File: src/rtl/wb_port_arbiter_pkg.sv
// wb_port_arbiter_pkg: shared widths, arbiter FSM states and the write-request record.
package wb_port_arbiter_pkg;
  localparam int REG_ADDR_W = 5;
  localparam int XLEN = 32;
  typedef enum logic {NORMAL, FORCE} arb_state_e;
  typedef struct packed {
    logic [REG_ADDR_W-1:0] rd;
    logic [XLEN-1:0]       wdata;
  } wr_req_t;
endpackage

File: src/rtl/wb_result_fifo.sv
// wb_result_fifo: parked long-latency results with per-entry valid bits and rd-match squash.
module wb_result_fifo
  import wb_port_arbiter_pkg::*;
#(
  parameter int DEPTH = 2
) (
  input  logic                       clk,
  input  logic                       rst,
  input  logic                       push,
  input  wr_req_t                    push_req,
  input  logic                       pop,
  input  logic                       squash,
  input  logic [REG_ADDR_W-1:0]      squash_rd,
  output wr_req_t                    head_req,
  output logic                       head_valid,
  output logic [$clog2(DEPTH):0]     occupancy
);
  localparam int PTR_W = $clog2(DEPTH);
  wr_req_t            mem_q   [DEPTH];
  wr_req_t            mem_d   [DEPTH];
  logic [DEPTH-1:0]   vld_q, vld_d;
  logic [PTR_W-1:0]   wr_ptr_q, wr_ptr_d, rd_ptr_q, rd_ptr_d;
  logic [PTR_W:0]     cnt_q, cnt_d;
  assign head_req   = mem_q[rd_ptr_q];
  assign head_valid = vld_q[rd_ptr_q] & |cnt_q;
  assign occupancy  = cnt_q;
  always_comb begin
    mem_d    = mem_q;
    vld_d    = vld_q;
    wr_ptr_d = wr_ptr_q;
    rd_ptr_d = rd_ptr_q;
    for (int i = 0; i < DEPTH; i++)
      if (squash && mem_q[i].rd == squash_rd) vld_d[i] = 1'b0;
    if (pop) begin
      vld_d[rd_ptr_q] = 1'b0;
      rd_ptr_d        = rd_ptr_q + 1'b1;
    end
    if (push) begin
      mem_d[wr_ptr_q] = push_req;
      vld_d[wr_ptr_q] = 1'b1;
      wr_ptr_d        = wr_ptr_q + 1'b1;
    end
    cnt_d = cnt_q + (PTR_W+1)'(push) - (PTR_W+1)'(pop);
  end
  always_ff @(posedge clk) begin
    mem_q <= mem_d;
    if (rst) begin
      vld_q    <= '0;
      wr_ptr_q <= '0;
      rd_ptr_q <= '0;
      cnt_q    <= '0;
    end else begin
      vld_q    <= vld_d;
      wr_ptr_q <= wr_ptr_d;
      rd_ptr_q <= rd_ptr_d;
      cnt_q    <= cnt_d;
    end
  end
endmodule

File: src/rtl/wb_port_arbiter.sv
// wb_port_arbiter: shares the register-file write port between core writeback and a long-latency unit.
module wb_port_arbiter
  import wb_port_arbiter_pkg::*;
#(
  parameter int DEPTH        = 2,
  parameter int STARVE_LIMIT = 8,
  parameter int CNT_W        = 4
) (
  input  logic                    clk,
  input  logic                    rst,
  input  logic                    core_we,
  input  logic [REG_ADDR_W-1:0]   core_rd,
  input  logic [XLEN-1:0]         core_wdata,
  input  logic                    lu_valid,
  output logic                    lu_ready,
  input  logic [REG_ADDR_W-1:0]   lu_rd,
  input  logic [XLEN-1:0]         lu_wdata,
  output logic                    rf_we,
  output logic [REG_ADDR_W-1:0]   rf_rd,
  output logic [XLEN-1:0]         rf_wdata,
  output logic                    core_stall,
  output logic [$clog2(DEPTH):0]  occupancy
);
  localparam int OCC_W = $clog2(DEPTH) + 1;
  arb_state_e       state_q, state_d;
  logic [CNT_W-1:0] cnt_q, cnt_d;
  logic             core_use, accept, occ_nz, head_valid, head_blk, drain, pop, bypass, push;
  wr_req_t          head_req;
  assign core_stall = (state_q == FORCE);
  always_comb begin
    core_use = ~rst & core_we & |core_rd & ~core_stall;
    lu_ready = ~rst & (occupancy < OCC_W'(DEPTH));
    accept   = lu_valid & lu_ready;
    occ_nz   = |occupancy;
    head_blk = head_valid & core_use;
    drain    = ~rst & head_valid & ~core_use;
    // squashed heads are discarded even while the core owns the port
    pop      = drain | (~rst & occ_nz & ~head_valid);
    bypass   = ~rst & ~core_use & ~occ_nz & accept & |lu_rd;
    push     = accept & |lu_rd & ~bypass & ~(core_use & lu_rd == core_rd);
    rf_we    = core_use | drain | bypass;
    rf_rd    = core_use ? core_rd : drain ? head_req.rd : bypass ? lu_rd : '0;
    rf_wdata = core_use ? core_wdata : drain ? head_req.wdata : bypass ? lu_wdata : '0;
    state_d  = (state_q == NORMAL && head_blk && cnt_q == CNT_W'(STARVE_LIMIT - 1)) ? FORCE : NORMAL;
    cnt_d    = (state_q == FORCE || state_d == FORCE || pop || !occ_nz) ? '0 :
               head_blk ? cnt_q + 1'b1 : cnt_q;
  end
  always_ff @(posedge clk) begin
    if (rst) begin
      state_q <= NORMAL;
      cnt_q   <= '0;
    end else begin
      state_q <= state_d;
      cnt_q   <= cnt_d;
    end
  end
  wb_result_fifo #(.DEPTH(DEPTH)) u_fifo (
    .clk        (clk),
    .rst        (rst),
    .push       (push),
    .push_req   ('{rd: lu_rd, wdata: lu_wdata}),
    .pop        (pop),
    .squash     (core_use),
    .squash_rd  (core_rd),
    .head_req   (head_req),
    .head_valid (head_valid),
    .occupancy  (occupancy)
  );
endmodule

File: config.mk
export PLATFORM = sky130hd
export DESIGN_NAME = wb_port_arbiter
export DESIGN_NICKNAME = d
export VERILOG_FILES = /design/src/rtl/wb_port_arbiter_pkg.sv /design/src/rtl/wb_result_fifo.sv /design/src/rtl/wb_port_arbiter.sv
export SDC_FILE = /design/constraint.sdc
export NUM_CORES = 1
export LEC_CHECK = 0
export ABC_AREA = 1
export CAP_MARGIN = 0
export CORE_MARGIN = 2
export CORE_UTILIZATION = 43
export CTS_CLUSTER_DIAMETER = 30
export CTS_CLUSTER_SIZE = 20
export DETAILED_ROUTE_END_ITERATION = 8
export PLACE_DENSITY = 0.77
export SYNTH_ARGS = -nofsm -noshare
export SYNTH_HDL_FRONTEND = slang
export SYNTH_SLANG_ARGS = --single-unit
File: constraint.sdc
create_clock -name clk -period 2.31 [get_ports clk]
set_input_delay 0.3465 -clock clk [delete_from_list [all_inputs] [get_ports clk]]
set_output_delay 0.3465 -clock clk [all_outputs]
set_load 0.05 [all_outputs]
### Word-level counts from Yosys, hierarchy flattened

Cells that the tools add are included.

* add/subtract/negate cells: 5
* order comparisons: 8
* equality and inequality tests: 4
* multiplexer cells: 23
* bitwise logic cells: 34
* reductions and logical operators: 15

Operator list (number)
* $mux W37: 4
* $mux W32: 3
* $bwmux W74: 1
* $demux W37 S1: 1
* $and A1 B1 Y1: 19
* $eq A5 B5 Y1: 3
* $mux W5: 3
* $reduce_or A5 Y1: 2
* $logic_and A1 B1 Y1: 7
* $mux W1: 7
* $not A1 Y1: 7
* $add A4 B1 Y4 const B: 1
* $eq A4 B3 Y1 const B: 1
* $ge A2 B2 Y1 const B: 2
* $lt A1 B2 Y1 const B: 2
* $mux W2: 2
* $not A1 Y2: 2
* $reduce_or A2 Y1: 2
* $logic_or A1 B1 Y1: 3
* $or A1 B1 Y1: 3
* $add A1 B1 Y1 const B: 2
* $add A2 B1 Y2: 1
* $and A2 B2 Y2: 1
* $demux W1 S1: 2
* 7 further kinds: 8

* register bits: 85
* input port bits: 78
* output and inout port bits: 42
* logic and storage cells: 99

### Longest topological paths before layout

* depth after elaboration: 14
* gate-level depth with buffers: 13
* gate-level depth less buffers: 12

### By module

Synthesis repeated with hierarchy kept, for this count alone.

* cells, all modules: 576
* area total of the unflattened synthesis: 4688.2 um^2

Modules (own cells, without submodules)
* wb_result_fifo: instances 1, cells each 276, area an instance 3165.5 um^2, sequential area each 2342.2 um^2
* wb_port_arbiter: instances 1, cells each 300, area an instance 1522.7 um^2, sequential area each 100.1 um^2

### Least setup slack after synthesis

No wires, ideal clock.

* path type: register -> output
* start: register u_fifo.cnt_q[1] (netlist: u_fifo.occupancy[1])
* end: output rf_rd[0]
* arrival time: 2.172 ns
* data required time: 1.964 ns
* setup slack: -0.208 ns
* cell stages (with the launch flop): 8
* path through: dfxtp_1 > inv_1 > nand2_1 > nand3_1 > nor2_1 > nand2_1 > buf_4 > o221ai_1

* word-level cells in the longest chain between the ends: 8
* elaborated cells between the ends (all ways): 14
* those cells by class: order compare: 1; mux: 3; bitwise: 9; reduce/logical: 1

Ends and longest elaborated chain
* start: declaration: line wb_result_fifo.sv:23 `logic [PTR_W:0] cnt_q, cnt_d;`
* start signal: assignment: line wb_result_fifo.sv:56 `cnt_q <= cnt_d;`
* $lt A2 B2 Y1 / $reduce_or A2 Y1 (equally long branches): line wb_port_arbiter.sv:32, wb_result_fifo.sv:25, wb_port_arbiter.sv:34
* $and A1 B1 Y1 / $not A1 Y1 (equally long branches): line wb_port_arbiter.sv:32, wb_port_arbiter.sv:39
* $and A1 B1 Y1 (on tied branches): line wb_port_arbiter.sv:33, wb_port_arbiter.sv:39
* $and A1 B1 Y1 (2 in series): line wb_port_arbiter.sv:39 `bypass = ~rst & ~core_use & ~occ_nz & accept & |lu_rd;`
* $mux W5: line wb_port_arbiter.sv:42 `rf_rd = core_use ? core_rd : drain ? head_req.rd : bypass ? lu_rd : '0;`
* $mux W5 (*) (2 in series): line wb_port_arbiter.sv:42
* end: declaration: line wb_port_arbiter.sv:19 `output logic [REG_ADDR_W-1:0] rf_rd,`

Every way passes the cells marked *; elsewhere a longest branch is shown, timed or not.

### Worst setup path after layout

* start: register u_fifo.cnt_q[1] (netlist: u_fifo.occupancy[1])
* end: output rf_rd[3]

The elaborated chain is that of the path after synthesis.

==> flow_metrics.py <==
metrics = {
    "cells_and_area": {
        "most-common-layout-cells": "nand2_1 (181), edfxtp_1 (74), clkdlybuf4s50_1 (67)",
        "final_nets": 672,
        "layout_commonest_cell": "nand2_1",
        "areaGrowthSynthToFinish_pct": 59.6,
        "drive_gt1_share_pct": 21.8,
        "stdcell_count": 725,
        "antenna_cells": 0,
    },
    "placement": {
        "port_buffers": 119,
        "placed_cells": 694,
        "preCtsSetupSlack_ns": -0.194,
        "dp_hpwl_um": 7700,
        "gp_congestion": 0.894,
    },
    "power": {
        "ir_worst_vdd_uv": 416,
        "totalPowerFinal_uw": 5150,
        "leakagePower_uw": 0.00264,
        "p_per_area_mw_per_mm2": 774,
    },
    "route": {
        "dr.first_iter.drc_count": 172,
        "routed_wl_um": 11800,
        "wl_met1_um": 4720,
        "wl_met3_um": 814,
        "routedWlPerCell_um": 16.3,
        "drt-pass1-iter-count": 5,
        "highest_layer": "met4",
        "viasPerCell": 5.09,
        "vias": 3687,
        "ant_nets": 0,
        "drcViolationCount": 0,
        "met2_length_um": 6140,
    },
    "sta": {
        "hold_violations": 0,
        "setup_viol": 0,
        "max_freq_ghz": 0.433,
        "final.setup.tns_ns": 0,
        "fin_crit_ns": 2.31,
        "post-route-period-util_pct": 100,
        "fin_skew_ns": 0.0118,
        "maxSlewHeadroom_pct": 67.1,
        "setup_ws_ns": 0.0000375,
        "maxSlewViolCount": 0,
        "rsz0062_at_grt": "true",
        "worstMarginPinSlew_ns": 0.492,
    },
    "global_routing": {
        "track_usage_pct": 22.4,
        "grt_pass1_vias": 3629,
        "antenna_found_initial": 0,
        "grt-ovfl-total": 0,
        "grt_pass1_wl_um": 17900,
        "grt_max_degree": 28,
    },
    "clock_network": {
        "insertion_delay_ns": 0.35,
        "cts_tree": "built",
        "ctsHtreeMaxLevel": 3,
        "cts_made_buffers": 9,
        "cts.sinks": 85,
        "clock_path_buffers": 2,
        "cts_root_buffer": "clkbuf_8",
        "clk_pin_slew_worst_paths_ns": 0.09,
    },
    "synthesis": {
        "synth.area.mux_share_pct": 3.84,
        "avgSynthCellArea_sq_um": 9.57,
        "synth_top_cell_by_area": "edfxtp_1",
        "synth-adder-area-share_pct": 0.900,
        "synth_compound_area_share_pct": 5.34,
        "synth_fp_nets": 517,
        "ys_ff_latch": 85,
        "synth_warnings": 0,
        "ys_top_cells_by_area": "edfxtp_1 (53%), nand2_1 (17%), dfxtp_1 (5.3%)",
        "synth_xor_area_share_pct": 2.10,
        "ys_types": 32,
        "syn_inst": 436,
        "synth_simple_gate_area_share_pct": 23.7,
        "synth_top_area_share_pct": 53.3,
        "seq_area_frac_synth_pct": 58.5,
        "synth_top_family_by_area": "simple AND/OR/NAND/NOR gates",
        "syn_area_sq_mm": 0.00417,
    },
    "die": {
        "die_w_um": 103,
        "core_area_sq_mm": 0.00933,
        "fp-row-count": 35,
        "die-area_sq_mm": 0.0105,
        "pin_count": 120,
        "die_y_um": 103,
        "start_util_pct": 44.7,
    },
    "job": {
        "cap_violations": 0,
    },
    "critical_path": {
        "r2r.worst_path.cells": 11,
        "startpoint_type": "flop",
        "required_ns": 1.96,
        "path_max_fanout": 20,
        "crit_path_end_kind": "primary output",
        "crit_type": "reg2out",
        "cp.arrival_ns": 1.96,
    },
    "run_status": {
        "status": "complete, no violations",
    },
    "worst_hold_path": {
        "whs_path_depth": 2,
        "hp-class": "in2reg",
    },
}
[power by group]
part | internal (uW) | leakage [uW] | switching [uW]
logic | 1020 | 0.00179 | 1300
registers | 1830 | 0.000765 | 66.0
clock network | 392 | 0.0000816 | 546
[critical path: stages, from the launching register on]
cell and delay [ns]:
dfxtp_4 0.40, inv_4 0.04, nand2_4 0.09, nand3_4 0.09, nor2_4 0.20, nand2_8 0.10
buf_12 0.17, o211ai_1 0.28, clkbuf_16 0.23
[per-layer routing]
layer	track usage, %	vias to the layer above
met5	0	-
met4	5.95	0
met3	5.02	14
met2	39.3	132
met1	28.1	1763
li1	-	1778
[registers in the layout, indices dropped and copies added, names as in the netlist]
signal / flops
cnt_q: 4
core_stall: 1
u_fifo.mem_q: 74
u_fifo.occupancy: 2
u_fifo.rd_ptr_q: 1
u_fifo.vld_q: 2
u_fifo.wr_ptr_q: 1
[synthesized netlist by cell type (all sizes together)]
master  instances
o211ai         17
edfxtp         74
a21oi           8
xnor2           4
or3             1
ha              3
xor2            6
o21ai           4
inv            28
o221ai          3
nand3b          1
nor3b           2
or2             1
nand2         187
nor3            2
mux2i          16
o311ai          1
buf            15
nor2           19
clkinv          1
clkbuf          5
nand3          27
dfxtp          11
[logic make-up (layout without fill, tap and decap cells)]
| family | Yosys count | count (layout) |
|---|---|---|
| adders and majority gates | 3 | 3 |
| and+or+nand+nor | 240 | 240 |
| xor gates and xnor gates | 10 | 10 |
| AOI/OAI and AO/OA | 33 | 33 |
| DFF | 85 | 85 |
| buffers and inverters | 49 | 209 |
| muxes | 16 | 16 |
[through the flow]
stage	utilization (%)	cell area, sq um	hold slack, ns
finish	71.4	6660	0.443
global route	71.4	6660	0.441
CTS	69.7	6500	0.428
detailed placement	65.7	6130	0.471
global placement	65.7	6130	0.442
floorplan	-	4180	0.431
[final timing paths]
check	slack, ns	startpoint	to
max	0.00004	u_fifo.occupancy[1]$_SDFF_PP0_	rf_rd[3]
min	0.44	lu_rd[0]	u_fifo.mem_q[32]$_DFFE_PP_
max reg2reg	0.24	core_stall$_SDFF_PP0_	u_fifo.occupancy[1]$_SDFF_PP0_
min reg2reg	0.51	u_fifo.wr_ptr_q$_SDFFE_PP0N_	u_fifo.wr_ptr_q$_SDFFE_PP0N_
[layout make-up]
cell class	instances	area [sq um]
clock inverter	7	50.0
fill	664	2670
timing repair buffer	164	2150
clock buffer	9	124
inverter	29	131
sequential	85	2450
tap	129	161
multi-input combinational	302	1600
[repair_timing]
action	4_1_cts	5_1_grt
hold buffers	0	0
hold endpoints to repair	0	0
buffers inserted	7	4
pin swaps	9	10
gates resized for setup	28	34
endpoints found under the setup margin	32	37
gates cloned	3	2
(Power assumes the default switching activity.)
